$ cat config.mk
export PLATFORM = sky130hd
export DESIGN_NAME = mux_nto1_rr
export DESIGN_NICKNAME = d
export VERILOG_FILES = /design/src/rtl/mux_nto1_rr.sv
export SDC_FILE = /design/constraint.sdc
export NUM_CORES = 1
export LEC_CHECK = 0
export ABC_AREA = 1
export BUFFER_PORTS_ARGS = -buffer_cell sky130_fd_sc_hd__buf_4
export CORE_UTILIZATION = 24
export DETAILED_ROUTE_END_ITERATION = 10
export GPL_TIMING_DRIVEN = 0
export HOLD_SLACK_MARGIN = 0.06
export PLACE_DENSITY = 0.51
export REMOVE_ABC_BUFFERS = 1
export SLEW_MARGIN = 20
export SYNTH_ARGS = -nofsm -noshare
export SYNTH_HDL_FRONTEND = slang
export SYNTH_SLANG_ARGS = --single-unit
$ cat constraint.sdc
create_clock -name clk -period 2.8 [get_ports clk]
set_input_delay 0.14 -clock clk [delete_from_list [all_inputs] [get_ports clk]]
set_output_delay 0.14 -clock clk [all_outputs]
set_load 0.1 [all_outputs]
$ cat src/rtl/mux_nto1_rr.sv
`default_nettype none
// ============================================================================
//  Module   : mux_nto1_rr
//  Brief    : N-to-1 registered multiplexer with ready/valid handshakes.
//             Channel choice is either a fixed index (mode=0) or a
//             round-robin search starting at an internal pointer (mode=1).
//             One output register; it may reload in the same cycle it drains.
//  Revision : 1.0 - initial release
// ============================================================================
module mux_nto1_rr #(
  parameter int N  = 4,
  parameter int W  = 8,
  parameter int SW = (N > 2) ? $clog2(N) : 1
) (
  input  logic           clk,
  input  logic           rst_n,
  input  logic [N*W-1:0] in_data,
  input  logic [N-1:0]   in_valid,
  output logic [N-1:0]   in_ready,
  input  logic           mode,
  input  logic [SW-1:0]  sel,
  output logic [W-1:0]   out_data,
  output logic           out_valid,
  input  logic           out_ready,
  output logic [SW-1:0]  grant
);

  // Output register and round-robin pointer
  logic [W-1:0]  out_data_q,  out_data_d;
  logic          out_valid_q, out_valid_d;
  logic [SW-1:0] grant_q,     grant_d;
  logic [SW-1:0] ptr_q,       ptr_d;

  // Selection helpers
  logic [SW:0]   rr_sum;
  logic          rr_found;
  logic [SW-1:0] rr_idx;
  logic          sel_in_range;
  logic          fixed_ok;
  logic [SW-1:0] chosen;
  logic          chosen_ok;
  logic [W-1:0]  chosen_data;
  logic          reg_free;
  logic          xfer;
  logic [SW:0]   ptr_inc;

  // Round-robin search: first valid channel at ptr, ptr+1, ... wrapping at N
  always_comb begin
    rr_found = 1'b0;
    rr_idx   = '0;
    rr_sum   = '0;
    for (int k = 0; k < N; k++) begin
      rr_sum = {1'b0, ptr_q} + (SW+1)'(k);
      if (rr_sum >= (SW+1)'(N)) begin
        rr_sum = rr_sum - (SW+1)'(N);
      end
      if (!rr_found && in_valid[rr_sum[SW-1:0]]) begin
        rr_found = 1'b1;
        rr_idx   = rr_sum[SW-1:0];
      end
    end
  end

  // Channel choice and handshake qualification; reset blocks every accept
  always_comb begin
    sel_in_range = ({1'b0, sel} < (SW+1)'(N));
    fixed_ok     = sel_in_range && in_valid[sel];
    chosen       = mode ? rr_idx   : sel;
    chosen_ok    = mode ? rr_found : fixed_ok;
    reg_free     = !out_valid_q || out_ready;
    xfer         = rst_n && reg_free && chosen_ok;
  end

  // One-hot accept strobe and data mux for the chosen channel
  always_comb begin
    in_ready    = '0;
    chosen_data = '0;
    for (int i = 0; i < N; i++) begin
      if (chosen == SW'(i)) begin
        in_ready[i] = xfer;
        chosen_data = in_data[i*W +: W];
      end
    end
  end

  // Next-state: load on transfer, empty on idle drain, otherwise hold
  always_comb begin
    out_data_d  = out_data_q;
    out_valid_d = out_valid_q;
    grant_d     = grant_q;
    ptr_d       = ptr_q;
    ptr_inc     = {1'b0, chosen} + (SW+1)'(1);
    if (ptr_inc >= (SW+1)'(N)) begin
      ptr_inc = '0;
    end
    if (xfer) begin
      out_data_d  = chosen_data;
      out_valid_d = 1'b1;
      grant_d     = chosen;
      // Only round-robin grants advance the pointer
      if (mode) begin
        ptr_d = ptr_inc[SW-1:0];
      end
    end else if (reg_free) begin
      out_valid_d = 1'b0;
    end
  end

  // State registers with synchronous active-low reset
  always_ff @(posedge clk) begin
    if (!rst_n) begin
      out_data_q  <= '0;
      out_valid_q <= 1'b0;
      grant_q     <= '0;
      ptr_q       <= '0;
    end else begin
      out_data_q  <= out_data_d;
      out_valid_q <= out_valid_d;
      grant_q     <= grant_d;
      ptr_q       <= ptr_d;
    end
  end

  assign out_data  = out_data_q;
  assign out_valid = out_valid_q;
  assign grant     = grant_q;

endmodule
`default_nettype wire
==> run_summary.xml, run 1 <==
<?xml version="1.0" encoding="UTF-8"?>
<metrics>
  <group name="outcome">
    <metric name="outcome" unit="">finished, final reports clean</metric>
  </group>
  <group name="synthesis">
    <metric name="synth.top_cells.by_area" unit="">dfxtp_1 23%, nand2_1 20%, o21ai_0 8.4%</metric>
    <metric name="synth_top_cell_by_area" unit="">dfxtp_1</metric>
    <metric name="yosys_register_bits" unit="">13</metric>
    <metric name="synth_cell_type_count" unit="">23</metric>
    <metric name="synth_enable_flop_cells" unit="">0</metric>
    <metric name="async_set_or_reset_register_ratio_after_synthesis" unit="%">0</metric>
    <metric name="synth.top_cell.area_share" unit="%">22.9</metric>
    <metric name="synthesis.yosys.warnings" unit="">0</metric>
    <metric name="fraction_of_the_yosys_area_taken_by_sequential_cells" unit="%">22.9</metric>
    <metric name="post_synth_inst_count" unit="">188</metric>
    <metric name="synth_area" unit="sq mm">0.00114</metric>
    <metric name="postSynth.topFlopCell" unit="">dfxtp_1</metric>
    <metric name="syn_avg_cell_area" unit="sq um">6.05</metric>
  </group>
  <group name="final_layout">
    <metric name="ff_latch_area" unit="sq um">264</metric>
    <metric name="ratio_of_cells_with_drive_above_1_in_the_final_layout" unit="%">34.6</metric>
    <metric name="num-nets-final" unit="">293</metric>
    <metric name="finish.utilization" unit="%">39.0</metric>
    <metric name="layout_common_cells" unit="">59 x buf_4, 58 x nand2_1, 18 x inv_1, 18 x o21ai_0, 13 x a21oi_1</metric>
    <metric name="n_antenna_cell" unit="">0</metric>
    <metric name="n_fill_cell" unit="">515</metric>
    <metric name="areaGrowthSynthToFinish" unit="%">52.4</metric>
    <metric name="mostFrequentLayoutCell" unit="">buf_4</metric>
    <metric name="multi_input_comb_area" unit="sq um">798</metric>
  </group>
  <group name="timing">
    <metric name="tightestPinTransition" unit="ps">307</metric>
    <metric name="timing_max_transition_violations_final" unit="">0</metric>
    <metric name="hold_viol_final" unit="">0</metric>
    <metric name="max-slew-margin-rel" unit="%">79.6</metric>
    <metric name="period_minus_slack" unit="ps">2600</metric>
    <metric name="hold_slack" unit="ps">184</metric>
    <metric name="max_freq" unit="MHz">384</metric>
    <metric name="period_share" unit="%">93.0</metric>
    <metric name="final.setup_skew" unit="ps">0.395</metric>
    <metric name="total_setup_violations_reported_at_the_end_of_the_flow" unit="">0</metric>
  </group>
  <group name="setup_path">
    <metric name="worstPathCellList" unit="">inv_4 &gt; nand2_1 &gt; nand2_1 &gt; nand2_1 &gt; nand2_1 &gt; nor2_4 &gt; nand3_1 &gt; o21ai_0 &gt; inv_1 &gt; nand2_1 &gt; nand2_2 &gt; inv_2 &gt; ha_4 &gt; clkinvlp_4 &gt; nor2_2 &gt; buf_6</metric>
    <metric name="cp_slowest_stage_delay" unit="ps">430</metric>
    <metric name="critical-path-slowest-cell" unit="">dfxtp_4</metric>
    <metric name="crit_buf_inv" unit="">5</metric>
    <metric name="cp.required" unit="ps">2660</metric>
    <metric name="r2r_start" unit="">ptr_q[0]</metric>
    <metric name="worst_reg_to_reg_cells" unit="">18</metric>
    <metric name="r2r_slack" unit="ps">320</metric>
    <metric name="path_class" unit="">flip-flop to output port</metric>
    <metric name="critical_path_origin" unit="">ptr_q[0]</metric>
    <metric name="timing.rr.end" unit="">out_data[6]</metric>
    <metric name="timing.critical_path.to_type" unit="">output port</metric>
    <metric name="start_kind" unit="">flip-flop</metric>
    <metric name="crit_path_max_fanout" unit="">11</metric>
    <metric name="cp_top_family" unit="">simple AND/OR/NAND/NOR gates</metric>
    <metric name="worst_ep_arrival_time" unit="ps">2460</metric>
    <metric name="timing.critical_path.depth" unit="">16</metric>
    <metric name="critPathMostFrequentCell" unit="">nand2_1</metric>
  </group>
  <group name="grt">
    <metric name="grtUsageTotal" unit="%">13.9</metric>
    <metric name="grt_max_degree" unit="">18</metric>
    <metric name="grt_pass1_wl" unit="um">5660</metric>
    <metric name="grt_antenna_before_repair" unit="">0</metric>
    <metric name="grt_pass1_vias" unit="">1238</metric>
    <metric name="gr-total-overflow" unit="">0</metric>
  </group>
  <group name="floorplanning">
    <metric name="fp.dieW" unit="um">70.8</metric>
    <metric name="die_area" unit="sq mm">0.00502</metric>
    <metric name="floorplan.core_area" unit="sq mm">0.00444</metric>
    <metric name="boundaryPins" unit="">57</metric>
    <metric name="initial_core_util" unit="%">25.6</metric>
    <metric name="die_height" unit="um">70.8</metric>
    <metric name="placement_rows" unit="">24</metric>
  </group>
  <group name="detailed_routing">
    <metric name="drt_pass1_iterations" unit="">6</metric>
    <metric name="drc" unit="">0</metric>
    <metric name="routed_wire_length_per_instance" unit="um">11.3</metric>
    <metric name="number_of_nets_still_failing_antenna_checks_after_routing" unit="">0</metric>
    <metric name="routed_wl" unit="um">3380</metric>
    <metric name="drtIter0Drc" unit="">45</metric>
    <metric name="routed-via-count" unit="">1318</metric>
    <metric name="via_per_inst" unit="">4.42</metric>
  </group>
  <group name="hold_path">
    <metric name="min-delay-path-class" unit="">input port to flip-flop</metric>
    <metric name="hold_path_end" unit="">out_valid</metric>
    <metric name="timing.hold.worst.start" unit="">out_ready</metric>
    <metric name="whs_path_depth" unit="">4</metric>
  </group>
  <group name="job">
    <metric name="cap_viol_max_count" unit="">0</metric>
  </group>
  <group name="power">
    <metric name="report.power.total" unit="mW">0.949</metric>
    <metric name="leakagePower" unit="nW">0.872</metric>
    <metric name="vdd.ir_drop.worst" unit="V">0.000301</metric>
    <metric name="powerDensity" unit="mW/mm^2">548</metric>
  </group>
  <group name="place">
    <metric name="place_hpwl" unit="um">2570</metric>
    <metric name="numPortBuffers" unit="">56</metric>
    <metric name="finalWeightedCongestion" unit="">0.818</metric>
  </group>
  <group name="clock_tree">
    <metric name="postCtsHoldBufs" unit="">0</metric>
    <metric name="cts_buffer_depth" unit="">2</metric>
    <metric name="clock_tree.root_cell" unit="">clkbuf_8</metric>
    <metric name="tritoncts.num_buffers" unit="">3</metric>
    <metric name="clock_pin_slew_on_the_worst_setup_and_hold_paths" unit="ps">60</metric>
    <metric name="cts_tree" unit="">yes</metric>
    <metric name="cts_sinks" unit="">13</metric>
    <metric name="cts_max_level" unit="">1</metric>
    <metric name="clkLatencyLatePin" unit="ps">240</metric>
  </group>
</metrics>
-- cells in the mapped netlist (2+ instances only) --
cell type,n
a21boi_0,8
a21oi_1,13
a22oi_1,8
buf_6,2
clkbuf_1,3
dfxtp_1,13
ha_1,4
inv_1,20
inv_2,2
nand2_1,60
nand2_2,2
nand2_4,2
nand3_1,12
nor2_1,11
o21ai_0,19
o21ai_2,2
-- worst register-to-register path, stage by stage (launching register included) --
cell,delay (ps)
dfxtp_4,430
inv_4,80
nand2_1,60
nand2_1,100
nand2_1,70
nand2_1,80
nor2_4,120
nand3_1,90
nand2_1,70
nand3_1,90
nand2_2,150
inv_1,110
ha_1,200
inv_1,110
nor2_4,80
a22oi_1,140
o21ai_0,90
a21boi_0,190
a21oi_1,90
-- layer usage --
| metal | vias to the layer above | routed length, um | track usage (%) | share of wire (%) |
|---|---|---|---|---|
| li1 | 725 | - | - | - |
| met1 | 572 | 1660 | 18.5 | 49 |
| met2 | 19 | 1610 | 23.8 | 48 |
| met3 | 2 | 85 | 2.42 | 2.5 |
| met4 | 0 | 25 | 2.67 | 0.74 |
| met5 | - | 0 | 0 | 0 |
-- through the flow --
stage / setup slack, ps / instances / TNS, ps / instance area [sq um]
global placement: -437 / 289 / -3660 / 1580
finish: 196 / 298 / 0 / 1730
global route: -41.4 / 298 / -70.6 / 1730
CTS: 30.4 / 294 / 0 / 1680
detailed placement: -461 / 289 / -3720 / 1580
floorplan: -553 / 181 / -1560 / 1090
-- cells by family after synthesis --
kind of cell | count (synthesis) | synth area share, %
flip-flops | 13 | 22.9
AO/OA/AOI/OAI | 51 | 26.8
AND/OR/NAND/NOR | 90 | 34.3
buffers and inverters | 30 | 11.6
adder cells (fa/ha/maj) | 4 | 4.40
-- flip-flops by register name, indices dropped and copies added (netlist names) --
name and count:
out_data 8, grant 2, ptr_q 2, out_valid 1
-- where the power goes --
part           total [mW]  switching (mW)  internal (mW)  leakage, nW
sequential          0.225          0.0168          0.208        0.108
clock               0.169          0.0688          0.101       0.0228
combinational       0.555           0.378          0.177        0.741
-- worst max path at each step --
stage / endpoint / slack [ps]
CTS: in_ready[3] / 30
global placement: out_data[2] / -440
detailed placement: out_data[2] / -460
global route: out_data[6] / -40
floorplan: in_ready[2] / -550
finish: in_ready[3] / 200
-- final cells by class --
| class | instances | area share (%) |
|---|---|---|
| timing repair buffer | 61 | 26.9 |
| multi-input combinational | 145 | 46.1 |
| sequential | 13 | 15.2 |
| inverter | 23 | 5.49 |
| clock buffer | 4 | 2.60 |
| tap | 52 | 3.75 |
-- repair_timing --
item	in CTS	in global routing
gates resized for setup	10	9
endpoints found under the hold margin	0	0
buffers inserted	1	4
setup endpoints to repair	12	11
pin swaps	0	1
(Power assumes the default switching activity.)
==> inputs of run 2 (changes only) <==
--- a/config.mk
+++ b/config.mk
@@ -7,6 +7,7 @@
 export LEC_CHECK = 0
 export ABC_AREA = 1
 export BUFFER_PORTS_ARGS = -buffer_cell sky130_fd_sc_hd__buf_4
+export CORE_ASPECT_RATIO = 1.1
 export CORE_UTILIZATION = 24
 export DETAILED_ROUTE_END_ITERATION = 10
 export GPL_TIMING_DRIVEN = 0
==> run 2 against run 1 <==
  * Utilization increased by 1.1 points
  * Combinational power is 3% higher
  * Maximum frequency grew 1.9%
==> run_summary.xml, run 2 (same netlist as run 1, synthesis figures left out) <==
<?xml version="1.0" encoding="UTF-8"?>
<metrics>
  <group name="floorplanning">
    <metric name="fp.dieW" unit="um">67.6</metric>
    <metric name="die_height" unit="um">74.2</metric>
    <metric name="die_area" unit="sq mm">0.00502</metric>
    <metric name="initial_core_util" unit="%">25.8</metric>
    <metric name="floorplan.core_area" unit="sq mm">0.00441</metric>
    <metric name="placement_rows" unit="">25</metric>
    <metric name="boundaryPins" unit="">57</metric>
  </group>
  <group name="place">
    <metric name="finalWeightedCongestion" unit="">0.784</metric>
    <metric name="placement.setup.worst_slack" unit="ps">-520</metric>
    <metric name="place_area" unit="sq mm">0.00158</metric>
    <metric name="placed_cells_incl_taps" unit="">291</metric>
    <metric name="numPortBuffers" unit="">56</metric>
    <metric name="place_hpwl" unit="um">2700</metric>
  </group>
  <group name="detailed_routing">
    <metric name="via_per_inst" unit="">4.46</metric>
    <metric name="routed_wl" unit="um">3420</metric>
    <metric name="routed_wire_length_per_instance" unit="um">11.3</metric>
    <metric name="number_of_nets_still_failing_antenna_checks_after_routing" unit="">0</metric>
    <metric name="drc" unit="">0</metric>
    <metric name="routed-via-count" unit="">1347</metric>
    <metric name="drtIter0Drc" unit="">21</metric>
    <metric name="drt_pass1_iterations" unit="">4</metric>
  </group>
  <group name="timing">
    <metric name="max-slew-margin-rel" unit="%">78.6</metric>
    <metric name="final.setup_skew" unit="ps">3.51</metric>
    <metric name="max_freq" unit="MHz">391</metric>
    <metric name="total_setup_violations_reported_at_the_end_of_the_flow" unit="">0</metric>
    <metric name="period_minus_slack" unit="ps">2560</metric>
    <metric name="period_share" unit="%">91.3</metric>
    <metric name="hold_slack" unit="ps">190</metric>
    <metric name="smallest_setup_slack_after_layout" unit="ps">245</metric>
    <metric name="timing_max_transition_violations_final" unit="">0</metric>
    <metric name="hold_viol_final" unit="">0</metric>
    <metric name="tightestPinTransition" unit="ps">321</metric>
  </group>
  <group name="clock_tree">
    <metric name="clock_tree.root_cell" unit="">clkbuf_8</metric>
    <metric name="cts_tree" unit="">yes</metric>
    <metric name="cts_sinks" unit="">13</metric>
    <metric name="tritoncts.num_buffers" unit="">3</metric>
    <metric name="clkLatencyLatePin" unit="ps">240</metric>
    <metric name="clock_pin_slew_on_the_worst_setup_and_hold_paths" unit="ps">60</metric>
    <metric name="cts_max_level" unit="">1</metric>
    <metric name="cts_buffer_depth" unit="">2</metric>
  </group>
  <group name="grt">
    <metric name="grt_antenna_before_repair" unit="">0</metric>
    <metric name="grt_max_degree" unit="">18</metric>
    <metric name="grt_pass1_wl" unit="um">5310</metric>
    <metric name="gr-total-overflow" unit="">0</metric>
    <metric name="grt_pass1_vias" unit="">1200</metric>
    <metric name="grtUsageTotal" unit="%">13.9</metric>
  </group>
  <group name="power">
    <metric name="leakagePower" unit="nW">0.890</metric>
    <metric name="powerDensity" unit="mW/mm^2">548</metric>
    <metric name="vdd.ir_drop.worst" unit="V">0.000348</metric>
  </group>
  <group name="setup_path">
    <metric name="worst_ep_arrival_time" unit="ps">2730</metric>
    <metric name="start_kind" unit="">flip-flop</metric>
    <metric name="cp.required" unit="ps">2970</metric>
    <metric name="path_class" unit="">flip-flop to flip-flop</metric>
    <metric name="timing.critical_path.to_type" unit="">flip-flop</metric>
    <metric name="crit_path_max_fanout" unit="">8</metric>
  </group>
  <group name="hold_path">
    <metric name="min-delay-path-class" unit="">input port to flip-flop</metric>
  </group>
  <group name="final_layout">
    <metric name="areaGrowthSynthToFinish" unit="%">55.3</metric>
    <metric name="layout_common_cells" unit="">61 x buf_4, 58 x nand2_1, 18 x inv_1</metric>
    <metric name="mostFrequentLayoutCell" unit="">buf_4</metric>
    <metric name="ratio_of_cells_with_drive_above_1_in_the_final_layout" unit="%">35.5</metric>
    <metric name="postLayoutCellArea" unit="sq mm">0.00177</metric>
    <metric name="layout.cells.non_filler" unit="">302</metric>
    <metric name="n_antenna_cell" unit="">0</metric>
    <metric name="num-nets-final" unit="">295</metric>
    <metric name="largest_register_ffs" unit="">8</metric>
  </group>
  <group name="outcome">
    <metric name="outcome" unit="">finished, final reports clean</metric>
  </group>
  <group name="job">
    <metric name="cap_viol_max_count" unit="">0</metric>
  </group>
</metrics>
[run 2: critical path, cell delays in order, from the launching register on]
cell      delay, ps
dfxtp_4         380
buf_4           150
nand2_1          50
nand2_1         120
nand2_1          60
nand2_1         110
nor2_4           50
nand3_1          80
nand2_1          50
nand3_1         120
nand2_4         100
inv_1           140
ha_1            160
inv_1            70
nor2_4          210
a22oi_1          90
o21ai_0         210
a21boi_0        140
a21oi_1         170
[run 2: worst paths after layout]
| check | from | end | slack (ps) | cells past startpoint |
|---|---|---|---|---|
| worst max-delay path | ptr_q[0] | out_data[3] | 240 | 18 |
| worst min-delay path | out_ready | out_valid | 190 | 4 |
| worst max register to register | ptr_q[0] | out_data[3] | 240 | 18 |
| worst min register to register | grant[1] | grant[1] | 480 | 2 |
[run 2: repair_timing]
| action | 4_1_cts | 5_1_grt |
|---|---|---|
| resized for setup | 8 | 20 |
| setup buffers | 0 | 7 |
| endpoints found under the setup margin | 11 | 11 |
| hold buffers | 0 | 0 |
| pin swaps | 0 | 1 |
[run 2: metrics by stage]
step | total power, mW | TNS [ps] | utilization, %
4_1_cts | 0.932 | -61.2 | 37.4
2_1_floorplan | 0.602 | -1560 | -
3_5_place_dp | 0.749 | -4000 | 35.9
6_report | 0.967 | 0 | 40.1
3_3_place_gp | 0.747 | -3950 | 35.9
5_1_grt | 1.03 | -27.7 | 40.1
[run 2: final cells by class]
class / count / area (sq um)
Sequential cell: 13 / 265
Clock buffer: 4 / 45.0
Timing Repair Buffer: 63 / 489
Multi-Input combinational cell: 145 / 808
Fill cell: 497 / 2640
Inverter: 23 / 91.3
Tap cell: 54 / 67.6
[run 2: power by group]
part	total [mW]	internal (mW)	leakage (nW)	switching [mW]
registers	0.224	0.209	0.109	0.0154
logic	0.572	0.185	0.759	0.387
clock network	0.172	0.101	0.0228	0.0711
total	0.967	0.494	0.890	0.473
[run 2: metal layers]
| metal | wire (um) | part of all wire (%) | GRT usage, % | vias to the layer above |
|---|---|---|---|---|
| met5 | 0 | 0 | 0 | - |
| met4 | 8 | 0.23 | 2.13 | 0 |
| met3 | 198 | 5.8 | 4.91 | 3 |
| met2 | 1710 | 50 | 23.5 | 32 |
| met1 | 1500 | 44 | 17.1 | 578 |
| li1 | - | - | - | 734 |
==> inputs of run 3 (changes only) <==
--- a/config.mk
+++ b/config.mk
@@ -9,6 +9,7 @@
 export BUFFER_PORTS_ARGS = -buffer_cell sky130_fd_sc_hd__buf_4
 export CORE_ASPECT_RATIO = 1.1
 export CORE_UTILIZATION = 24
+export CTS_BUF_LIST = sky130_fd_sc_hd__clkbuf_16
 export DETAILED_ROUTE_END_ITERATION = 10
 export GPL_TIMING_DRIVEN = 0
 export HOLD_SLACK_MARGIN = 0.06
==> run 3 against run 2 <==
  * Register-to-register slack improved by 20 ps
  * Setup slack better by 16 ps
  * Clock-buffer cell count is 1 lower
  * Utilization grew 0.77 points
  * Die area unchanged
  * Cell count stayed put
  * Worst hold slack gained 7.0 ps
  * Total power grew 10%
  * First-iteration DRC count increased by 24%
  * Final area grew 1.9%
  * Critical path depth stayed put
==> run_summary.xml, run 3 (same netlist as run 1, synthesis figures left out) <==
<?xml version="1.0" encoding="UTF-8"?>
<metrics>
  <group name="outcome">
    <metric name="outcome" unit="">finished, final reports clean</metric>
  </group>
  <group name="clock_tree">
    <metric name="clkLatencyLatePin" unit="ps">240</metric>
    <metric name="clock_tree.root_cell" unit="">clkbuf_16</metric>
    <metric name="cts_sinks" unit="">13</metric>
    <metric name="tritoncts.num_buffers" unit="">3</metric>
    <metric name="cts_buffer_depth" unit="">2</metric>
    <metric name="cts_max_level" unit="">1</metric>
    <metric name="cts_tree" unit="">yes</metric>
    <metric name="clock_pin_slew_on_the_worst_setup_and_hold_paths" unit="ps">50</metric>
  </group>
  <group name="place">
    <metric name="placement.setup.worst_slack" unit="ps">-520</metric>
    <metric name="placed_cells_incl_taps" unit="">291</metric>
    <metric name="place_area" unit="sq mm">0.00158</metric>
    <metric name="finalWeightedCongestion" unit="">0.784</metric>
    <metric name="place_hpwl" unit="um">2700</metric>
    <metric name="numPortBuffers" unit="">56</metric>
  </group>
  <group name="floorplanning">
    <metric name="initial_core_util" unit="%">25.8</metric>
    <metric name="floorplan.core_area" unit="sq mm">0.00441</metric>
    <metric name="die_height" unit="um">74.2</metric>
    <metric name="die_area" unit="sq mm">0.00502</metric>
    <metric name="fp.dieW" unit="um">67.6</metric>
    <metric name="placement_rows" unit="">25</metric>
    <metric name="boundaryPins" unit="">57</metric>
  </group>
  <group name="grt">
    <metric name="gr-total-overflow" unit="">0</metric>
    <metric name="grtUsageTotal" unit="%">14.0</metric>
    <metric name="grt_pass1_vias" unit="">1201</metric>
    <metric name="grt_antenna_before_repair" unit="">0</metric>
    <metric name="grt_pass1_wl" unit="um">5310</metric>
    <metric name="grt_max_degree" unit="">18</metric>
  </group>
  <group name="timing">
    <metric name="hold_viol_final" unit="">0</metric>
    <metric name="final.setup.tns" unit="ps">0</metric>
    <metric name="smallest_setup_slack_after_layout" unit="ps">261</metric>
    <metric name="period_minus_slack" unit="ps">2540</metric>
    <metric name="timing_max_transition_violations_final" unit="">0</metric>
    <metric name="final.setup_skew" unit="ps">3.53</metric>
    <metric name="max-slew-margin-rel" unit="%">78.6</metric>
    <metric name="hold_slack" unit="ps">196</metric>
    <metric name="total_setup_violations_reported_at_the_end_of_the_flow" unit="">0</metric>
    <metric name="period_share" unit="%">90.7</metric>
    <metric name="max_freq" unit="MHz">394</metric>
    <metric name="tightestPinTransition" unit="ps">321</metric>
  </group>
  <group name="setup_path">
    <metric name="start_kind" unit="">flip-flop</metric>
    <metric name="path_class" unit="">flip-flop to flip-flop</metric>
    <metric name="crit_path_max_fanout" unit="">8</metric>
    <metric name="critical_path_origin" unit="">ptr_q[0]</metric>
    <metric name="r2r_start" unit="">ptr_q[0]</metric>
    <metric name="timing.critical_path.to_type" unit="">flip-flop</metric>
    <metric name="worst_ep_arrival_time" unit="ps">2660</metric>
    <metric name="cp.required" unit="ps">2920</metric>
  </group>
  <group name="detailed_routing">
    <metric name="number_of_nets_still_failing_antenna_checks_after_routing" unit="">0</metric>
    <metric name="drtIter0Drc" unit="">26</metric>
    <metric name="drc" unit="">0</metric>
    <metric name="drt_pass1_iterations" unit="">4</metric>
    <metric name="routed_wl" unit="um">3410</metric>
    <metric name="via_per_inst" unit="">4.45</metric>
    <metric name="routed-via-count" unit="">1344</metric>
    <metric name="routed_wire_length_per_instance" unit="um">11.3</metric>
  </group>
  <group name="final_layout">
    <metric name="postLayoutCellArea" unit="sq mm">0.00180</metric>
    <metric name="finish.utilization" unit="%">40.8</metric>
    <metric name="areaGrowthSynthToFinish" unit="%">58.3</metric>
    <metric name="layout_common_cells" unit="">61 x buf_4, 58 x nand2_1, 19 x inv_1</metric>
    <metric name="num-nets-final" unit="">295</metric>
    <metric name="largest_register_ffs" unit="">8</metric>
    <metric name="mostFrequentLayoutCell" unit="">buf_4</metric>
    <metric name="n_antenna_cell" unit="">0</metric>
    <metric name="layout.cells.non_filler" unit="">302</metric>
    <metric name="ratio_of_cells_with_drive_above_1_in_the_final_layout" unit="%">35.5</metric>
  </group>
  <group name="power">
    <metric name="report.power.total" unit="mW">1.07</metric>
    <metric name="vdd.ir_drop.worst" unit="V">0.000436</metric>
    <metric name="leakagePower" unit="nW">0.909</metric>
    <metric name="powerDensity" unit="mW/mm^2">592</metric>
  </group>
  <group name="hold_path">
    <metric name="min-delay-path-class" unit="">input port to flip-flop</metric>
    <metric name="timing.hold.worst.start" unit="">out_ready</metric>
  </group>
  <group name="job">
    <metric name="cap_viol_max_count" unit="">0</metric>
  </group>
</metrics>
run 3: worst paths after layout:
kind | slack, ps | depth (start not counted) | end
max | 260 | 18 | out_data[5]
min | 200 | 4 | out_valid
max reg2reg | 260 | 18 | out_data[5]
min reg2reg | 480 | 2 | grant[1]
run 3: layout make-up:
class	count	area, sq um
repair buffers	63	489
fillers	489	2610
clock inverters	1	3.75
multi-input cells	145	808
flip-flops and latches	13	265
inverters	23	91.3
clock buffers	3	75.1
well taps	54	67.6
run 3: power breakdown:
part,internal [mW],switching (mW),total [mW]
clock network,0.189,0.0819,0.271
registers,0.209,0.0155,0.225
logic,0.185,0.386,0.570
run 3: what timing repair did:
| action | CTS | global route |
|---|---|---|
| hold buffers | 0 | 0 |
| resized for setup | 8 | 19 |
| setup buffers | 0 | 7 |
| setup endpoints to repair | 11 | 11 |
| pin swaps | 0 | 1 |
run 3: worst max-delay path, cell delays in order, from the launching register on:
cell and delay [ps]:
dfxtp_4 360, buf_4 160, nand2_1 60, nand2_1 100
nand2_1 80, nand2_1 80, nor2_4 120, nand3_1 100
nand2_1 70, nand3_1 120, nand2_4 140, inv_1 100
ha_1 200, inv_1 100, nor2_4 80, a22oi_1 130
o21ai_0 90, a21boi_0 220, a21oi_1 100
run 3: routing by layer:
| layer | global-route usage (%) | share of wire [%] |
|---|---|---|
| met1 | 17.1 | 44 |
| met2 | 23.5 | 50 |
| met3 | 4.91 | 6.0 |
| met4 | 2.84 | 0 |
| met5 | 0 | 0 |
